--- src/rtl/wb_rr_arbiter.sv ---
// Round-robin Wishbone arbiter: N_MASTER masters share one slave, grant locked for the whole cyc.
// Latency: grant one cycle after cyc is seen in IDLE; ack/err/dat pass through combinationally.
// Backpressure: the slave stalls the owner via ack/err; a stall watchdog aborts with err after TIMEOUT cycles.
module wb_rr_arbiter #(
   parameter int N_MASTER = 4,
   parameter int TIMEOUT  = 255
) (
   input  logic                    clk_i,
   input  logic                    rst_i,
   input  logic [N_MASTER-1:0]     m_cyc_i,
   input  logic [N_MASTER-1:0]     m_stb_i,
   input  logic [N_MASTER-1:0]     m_we_i,
   input  logic [32*N_MASTER-1:0]  m_adr_i,
   input  logic [32*N_MASTER-1:0]  m_dat_i,
   input  logic [4*N_MASTER-1:0]   m_sel_i,
   output logic [31:0]             m_dat_o,
   output logic [N_MASTER-1:0]     m_ack_o,
   output logic [N_MASTER-1:0]     m_err_o,
   output logic                    s_cyc_o,
   output logic                    s_stb_o,
   output logic                    s_we_o,
   output logic [31:0]             s_adr_o,
   output logic [31:0]             s_dat_o,
   output logic [3:0]              s_sel_o,
   input  logic [31:0]             s_dat_i,
   input  logic                    s_ack_i,
   input  logic                    s_err_i,
   output logic [N_MASTER-1:0]     gnt_o,
   output logic                    timeout_o
);

   localparam int LW = (N_MASTER > 1) ? $clog2(N_MASTER) : 1;
   localparam int CW = (TIMEOUT > 0) ? $clog2(TIMEOUT + 1) : 1;
   // The abort decision is taken in the T-th stall cycle, so compare against T-1 before incrementing.
   localparam logic [CW-1:0] CNT_LAST = (TIMEOUT > 0) ? CW'(TIMEOUT - 1) : '0;

   typedef enum logic [1:0] {IDLE, BUSY, ABORT} state_t;

   state_t              r_state;
   logic [N_MASTER-1:0] r_gnt;
   logic [LW-1:0]       r_last;
   logic [CW-1:0]       r_cnt;

   logic                w_busy;
   logic                w_abort;
   logic                w_stall;
   logic                w_pick_vld;
   logic [LW-1:0]       w_pick_idx;
   logic [LW-1:0]       w_scan;
   int                  w_g;

   logic [31:0]         w_adr [N_MASTER];
   logic [31:0]         w_dat [N_MASTER];
   logic [3:0]          w_sel [N_MASTER];

   for (genvar i = 0; i < N_MASTER; i++) begin : g_unpack
      assign w_adr[i] = m_adr_i[32*i +: 32];
      assign w_dat[i] = m_dat_i[32*i +: 32];
      assign w_sel[i] = m_sel_i[4*i +: 4];
   end

   assign w_g     = int'(r_last);
   assign w_busy  = (r_state == BUSY);
   assign w_abort = (r_state == ABORT);

   // Round-robin pick: scan last+N down to last+1 so the nearest requester after last wins.
   always_comb begin
      w_pick_vld = 1'b0;
      w_pick_idx = '0;
      w_scan     = '0;
      for (int k = N_MASTER; k >= 1; k--) begin
         w_scan = LW'((w_g + k) % N_MASTER);
         if (m_cyc_i[w_scan]) begin
            w_pick_vld = 1'b1;
            w_pick_idx = w_scan;
         end
      end
   end

   // Slave side follows the owner only while BUSY; ABORT and IDLE present an idle bus.
   assign s_cyc_o = w_busy & m_cyc_i[r_last];
   assign s_stb_o = w_busy & m_stb_i[r_last];
   assign s_we_o  = w_busy & m_we_i[r_last];
   assign s_adr_o = w_busy ? w_adr[r_last] : '0;
   assign s_dat_o = w_busy ? w_dat[r_last] : '0;
   assign s_sel_o = w_busy ? w_sel[r_last] : '0;

   assign w_stall = s_stb_o & ~s_ack_i & ~s_err_i;

   // Responses go to the owner only; a watchdog abort reuses the err line.
   assign m_ack_o   = (w_busy & s_ack_i) ? r_gnt : '0;
   assign m_err_o   = ((w_busy & s_err_i) | w_abort) ? r_gnt : '0;
   assign m_dat_o   = s_dat_i;
   assign gnt_o     = r_gnt;
   assign timeout_o = w_abort;

   // Arbitration FSM with grant ownership and stall watchdog.
   always_ff @(posedge clk_i) begin
      if (rst_i) begin
         r_state <= IDLE;
         r_gnt   <= '0;
         r_last  <= LW'(N_MASTER - 1);
         r_cnt   <= '0;
      end else begin
         case (r_state)
            IDLE: begin
               r_cnt <= '0;
               if (w_pick_vld) begin
                  r_gnt   <= N_MASTER'(1) << w_pick_idx;
                  r_last  <= w_pick_idx;
                  r_state <= BUSY;
               end
            end
            BUSY: begin
               if (!m_cyc_i[r_last]) begin
                  r_gnt   <= '0;
                  r_cnt   <= '0;
                  r_state <= IDLE;
               end else if (s_ack_i || s_err_i) begin
                  r_cnt <= '0;
               end else if (w_stall && (TIMEOUT != 0)) begin
                  if (r_cnt == CNT_LAST) begin
                     r_cnt   <= '0;
                     r_state <= ABORT;
                  end else begin
                     r_cnt <= r_cnt + CW'(1);
                  end
               end
            end
            ABORT: begin
               r_cnt <= '0;
               if (m_cyc_i[r_last]) begin
                  r_state <= BUSY;
               end else begin
                  r_gnt   <= '0;
                  r_state <= IDLE;
               end
            end
            default: begin
               r_gnt   <= '0;
               r_cnt   <= '0;
               r_state <= IDLE;
            end
         endcase
      end
   end

endmodule

--- config.mk ---
export PLATFORM = sky130hd
export DESIGN_NAME = wb_rr_arbiter
export DESIGN_NICKNAME = d
export VERILOG_FILES = /design/src/rtl/wb_rr_arbiter.sv
export SDC_FILE = /design/constraint.sdc
export NUM_CORES = 1
export LEC_CHECK = 0
export ABC_CLOCK_PERIOD_IN_PS = 3800
export BUFFER_PORTS_ARGS = -buffer_cell sky130_fd_sc_hd__buf_2
export CAP_MARGIN = 15
export CORE_AREA = 8 8 165 167
export CTS_CLUSTER_DIAMETER = 50
export DETAILED_ROUTE_END_ITERATION = 8
export DIE_AREA = 0 0 173 175
export PLACE_DENSITY = 0.4
export SYNTH_ARGS = -nofsm -noshare
export SYNTH_HDL_FRONTEND = slang
export SYNTH_SLANG_ARGS = --single-unit
--- constraint.sdc ---
create_clock -name clk_i -period 3.8 [get_ports clk_i]
set_input_delay 0.76 -clock clk_i [delete_from_list [all_inputs] [get_ports clk_i]]
set_output_delay 0.76 -clock clk_i [all_outputs]
set_load 0.05 [all_outputs]
==> run_summary.xml <==
<?xml version="1.0" encoding="UTF-8"?>
<metrics>
  <group name="drt">
    <metric name="detailroute.via_count" unit="">3913</metric>
    <metric name="finalWirelength" unit="mm">20.3</metric>
    <metric name="detailedRoute.firstPassIterationCount" unit="">4</metric>
    <metric name="route.detailed.drc" unit="">0</metric>
    <metric name="routed_via_density" unit="">4.05</metric>
    <metric name="drt_first_iter_violations" unit="">126</metric>
    <metric name="post_drt_wl_per_cell" unit="um">21.0</metric>
    <metric name="route.antenna.remaining_nets" unit="">0</metric>
  </group>
  <group name="synthesis">
    <metric name="netlist_area_pre_place" unit="um2">3300</metric>
    <metric name="syn_nets" unit="">638</metric>
    <metric name="yosys_warnings" unit="">0</metric>
    <metric name="sequential_to_total_area_share_from_yosys_stat" unit="%">9.70</metric>
    <metric name="synth.avg_cell_area" unit="um2">10.6</metric>
    <metric name="post_synth_inst_count" unit="">312</metric>
    <metric name="synth-seq-cells" unit="">16</metric>
    <metric name="synth_cell_type_count" unit="">38</metric>
  </group>
  <group name="job">
    <metric name="maxCapViolCount" unit="">0</metric>
  </group>
  <group name="placement">
    <metric name="finalWeightedCongestion" unit="">0.803</metric>
    <metric name="detailed_place_hpwl" unit="mm">17.7</metric>
    <metric name="dp.cells" unit="">962</metric>
    <metric name="portBuffers" unit="">371</metric>
  </group>
  <group name="pwr">
    <metric name="power.density_cell_area" unit="nW/um2">379</metric>
    <metric name="total_power" unit="uW">2030</metric>
    <metric name="vdd_ir_drop_max" unit="mV">0.119</metric>
    <metric name="total_leakage_power" unit="uW">0.00267</metric>
  </group>
  <group name="cells_and_area">
    <metric name="multi_input_area" unit="um2">2610</metric>
    <metric name="layout.core_utilization" unit="%">21.8</metric>
    <metric name="area_growth_syn_to_layout" unit="%">62.5</metric>
    <metric name="post_layout_nonfiller_instances" unit="">966</metric>
    <metric name="finalNetCount" unit="">963</metric>
    <metric name="n_fill_cell" unit="">2802</metric>
    <metric name="mostFrequentLayoutCell" unit="">sky130_fd_sc_hd__buf_2</metric>
    <metric name="layout_common_cells" unit="">371 x sky130_fd_sc_hd__buf_2, 71 x sky130_fd_sc_hd__mux4_2, 70 x sky130_fd_sc_hd__and2_1, 16 x sky130_fd_sc_hd__nor2_1</metric>
    <metric name="antenna_cells_inserted" unit="">0</metric>
    <metric name="register_area" unit="um2">328</metric>
    <metric name="final_layout_size_suffix_gt1_share" unit="%">72.0</metric>
  </group>
  <group name="clock_network">
    <metric name="cts_resized" unit="">0</metric>
    <metric name="clk_pin_slew_worst_paths" unit="ps">50</metric>
    <metric name="cts-root-buf" unit="">sky130_fd_sc_hd__clkbuf_16</metric>
    <metric name="numCtsBuffers" unit="">3</metric>
    <metric name="clkLatencyLatePin" unit="ps">250</metric>
    <metric name="cts_tree" unit="">built</metric>
    <metric name="clock_tree.htree_level_count" unit="">1</metric>
    <metric name="clock_path_buffers" unit="">2</metric>
    <metric name="cts_sink_cnt" unit="">16</metric>
    <metric name="cts_post_setup_buffers_inserted" unit="">0</metric>
    <metric name="cts.hold.buffers_added" unit="">0</metric>
  </group>
  <group name="sta">
    <metric name="hold_violation_count_in_the_final_report" unit="">0</metric>
    <metric name="totalNegativeSetupSlack" unit="ps">0</metric>
    <metric name="final-max-slew-violation-count" unit="">0</metric>
    <metric name="grt_setup_unrepaired" unit="">false</metric>
    <metric name="timing.slew.headroom" unit="%">38.7</metric>
    <metric name="slew_worst_pin" unit="ps">919</metric>
    <metric name="finalSetupViolCount" unit="">0</metric>
    <metric name="min_period" unit="ps">3050</metric>
    <metric name="final.setup_skew" unit="ps">0.834</metric>
    <metric name="layout_worst_path_cycle_share" unit="%">80.4</metric>
    <metric name="highest_attainable_clock_frequency" unit="MHz">327</metric>
  </group>
  <group name="grt">
    <metric name="grt.total_usage" unit="%">12.3</metric>
    <metric name="globalRouteMet3Util" unit="%">3.71</metric>
    <metric name="globalRoute.totalOverflow" unit="">0</metric>
    <metric name="grt_util_met1" unit="%">14.7</metric>
    <metric name="global_route.peak_usage_layer" unit="">met2</metric>
    <metric name="grt_first_pass_wirelength" unit="mm">28.9</metric>
    <metric name="grt.met2_usage" unit="%">22.3</metric>
    <metric name="grt_antenna_before_repair" unit="">0</metric>
    <metric name="grt_max_degree" unit="">64</metric>
    <metric name="first_global_vias" unit="">4232</metric>
  </group>
  <group name="setup_path">
    <metric name="data_arrival_time_of_the_critical_path" unit="ps">2290</metric>
    <metric name="cp_slowest_stage_delay" unit="ps">940</metric>
    <metric name="ws_path_type" unit="">reg2out</metric>
    <metric name="worst_path_required_time" unit="ps">3040</metric>
    <metric name="worst_setup_path_start_kind" unit="">flip-flop</metric>
    <metric name="critical_path.cell_chain" unit="">buf_4, mux4_2, and2_1, buf_2</metric>
    <metric name="timing.critical_path.max_delay_family" unit="">flip-flops</metric>
    <metric name="cp.buffers_inverters" unit="">2</metric>
    <metric name="critPathSlowestCell" unit="">sky130_fd_sc_hd__dfxtp_4</metric>
    <metric name="path_max_fanout" unit="">63</metric>
    <metric name="cp-end-kind" unit="">primary output</metric>
  </group>
  <group name="die">
    <metric name="core-area" unit="um2">24700</metric>
    <metric name="fp.dieArea" unit="um2">30300</metric>
    <metric name="io_pins" unit="">436</metric>
    <metric name="initial_util" unit="%">13.4</metric>
    <metric name="die_x" unit="um">173</metric>
    <metric name="fp.dieH" unit="um">175</metric>
    <metric name="rows" unit="">58</metric>
  </group>
  <group name="worst_hold_path">
    <metric name="hp-class" unit="">reg2reg</metric>
  </group>
  <group name="outcome">
    <metric name="status" unit="">completed</metric>
  </group>
</metrics>
[synthesized netlist by cell type]
library cell | count | area (um2)
sky130_fd_sc_hd__a221o_1 | 1 | 10.0
sky130_fd_sc_hd__xor2_1 | 2 | 17.5
sky130_fd_sc_hd__nor3_1 | 3 | 15.0
sky130_fd_sc_hd__o31ai_1 | 1 | 7.51
sky130_fd_sc_hd__nand4b_1 | 1 | 8.76
sky130_fd_sc_hd__or4b_4 | 1 | 13.8
sky130_fd_sc_hd__xnor2_1 | 5 | 43.8
sky130_fd_sc_hd__nand4_1 | 1 | 6.26
sky130_fd_sc_hd__mux4_2 | 71 | 1600
sky130_fd_sc_hd__o211ai_1 | 1 | 7.51
sky130_fd_sc_hd__a31o_1 | 1 | 8.76
sky130_fd_sc_hd__buf_2 | 7 | 35.0
sky130_fd_sc_hd__a211o_1 | 1 | 8.76
sky130_fd_sc_hd__nand2b_1 | 3 | 18.8
sky130_fd_sc_hd__nor3b_1 | 1 | 7.51
sky130_fd_sc_hd__o22ai_1 | 1 | 6.26
sky130_fd_sc_hd__nand2_2 | 1 | 6.26
sky130_fd_sc_hd__ha_1 | 6 | 75.1
sky130_fd_sc_hd__buf_1 | 7 | 26.3
sky130_fd_sc_hd__nand2_1 | 14 | 52.6
sky130_fd_sc_hd__a221oi_1 | 1 | 8.76
sky130_fd_sc_hd__a22o_1 | 1 | 8.76
sky130_fd_sc_hd__a21oi_1 | 9 | 45.0
sky130_fd_sc_hd__buf_6 | 1 | 11.3
sky130_fd_sc_hd__a211oi_1 | 2 | 15.0
sky130_fd_sc_hd__nor2b_1 | 4 | 25.0
sky130_fd_sc_hd__and3_1 | 5 | 31.3
sky130_fd_sc_hd__o21ai_2 | 2 | 17.5
sky130_fd_sc_hd__nor2_1 | 16 | 60.1
sky130_fd_sc_hd__clkbuf_1 | 10 | 37.5
sky130_fd_sc_hd__buf_4 | 32 | 240
sky130_fd_sc_hd__dfxtp_1 | 16 | 320
sky130_fd_sc_hd__and2_1 | 70 | 438
sky130_fd_sc_hd__or4b_1 | 1 | 10.0
sky130_fd_sc_hd__or3_1 | 1 | 6.26
sky130_fd_sc_hd__inv_1 | 7 | 26.3
sky130_fd_sc_hd__nor4_1 | 2 | 12.5
sky130_fd_sc_hd__nand3_1 | 3 | 15.0
[through the flow]
step | worst slack, ps | instance area, um2 | hold slack, ps
2_1_floorplan | 1270 | 3300 | 484
3_3_place_gp | 973 | 5290 | 513
3_5_place_dp | 984 | 5290 | 509
4_1_cts | 712 | 5370 | 526
5_1_grt | 621 | 5370 | 546
6_report | 746 | 5370 | 517
[worst reg2reg max path, cell delays in order, from the launching register on]
cell	delay [ps]
sky130_fd_sc_hd__dfxtp_4	940
sky130_fd_sc_hd__mux4_2	450
sky130_fd_sc_hd__nand2_1	150
sky130_fd_sc_hd__o211ai_1	580
sky130_fd_sc_hd__nor2_1	120
[per-layer routing]
layer	up-vias	routed length (um)
li1	1797	-
met1	1889	8020
met2	223	10500
met3	4	1660
met4	0	70
met5	-	0
[area by class of cell]
type                       instances  share of cell area [%]
timing repair buffer             377                    35.7
sequential                        16                    6.11
clock buffer                       4                    1.47
multi-input combinational        232                    48.6
inverter                           7                   0.489
tap                              330                    7.69
[cells by family after synthesis]
family,after synthesis,share of synthesized area [%]
mux,71,48.4
compound gates,21,4.36
simple gates,127,22.0
flops,16,9.70
fa+ha+maj,6,2.27
buf+inv,64,11.4
xor+xnor,7,1.86
[report_power, final]
| part | leakage, uW | internal, uW | switching [uW] |
|---|---|---|---|
| sequential | 0.000130 | 183 | 89.8 |
| clock | 0.0000382 | 142 | 69.1 |
| combinational | 0.00250 | 621 | 930 |
[sequential cells by signal, summed over array words and instances (netlist names)]
name,count
r_cnt,8
gnt_o,4
r_state,2
r_last,2
[final timing paths]
path	cells after the start	end	from	slack (ps)
setup reg to reg	4	r_cnt[3]	r_last[1]	1430
setup / recovery	4	s_adr_o[8]	r_last[1]	750
hold / removal	2	r_cnt[4]	r_cnt[4]	520
hold reg to reg	2	r_cnt[4]	r_cnt[4]	520
Power figures use the tool's default switching activity.
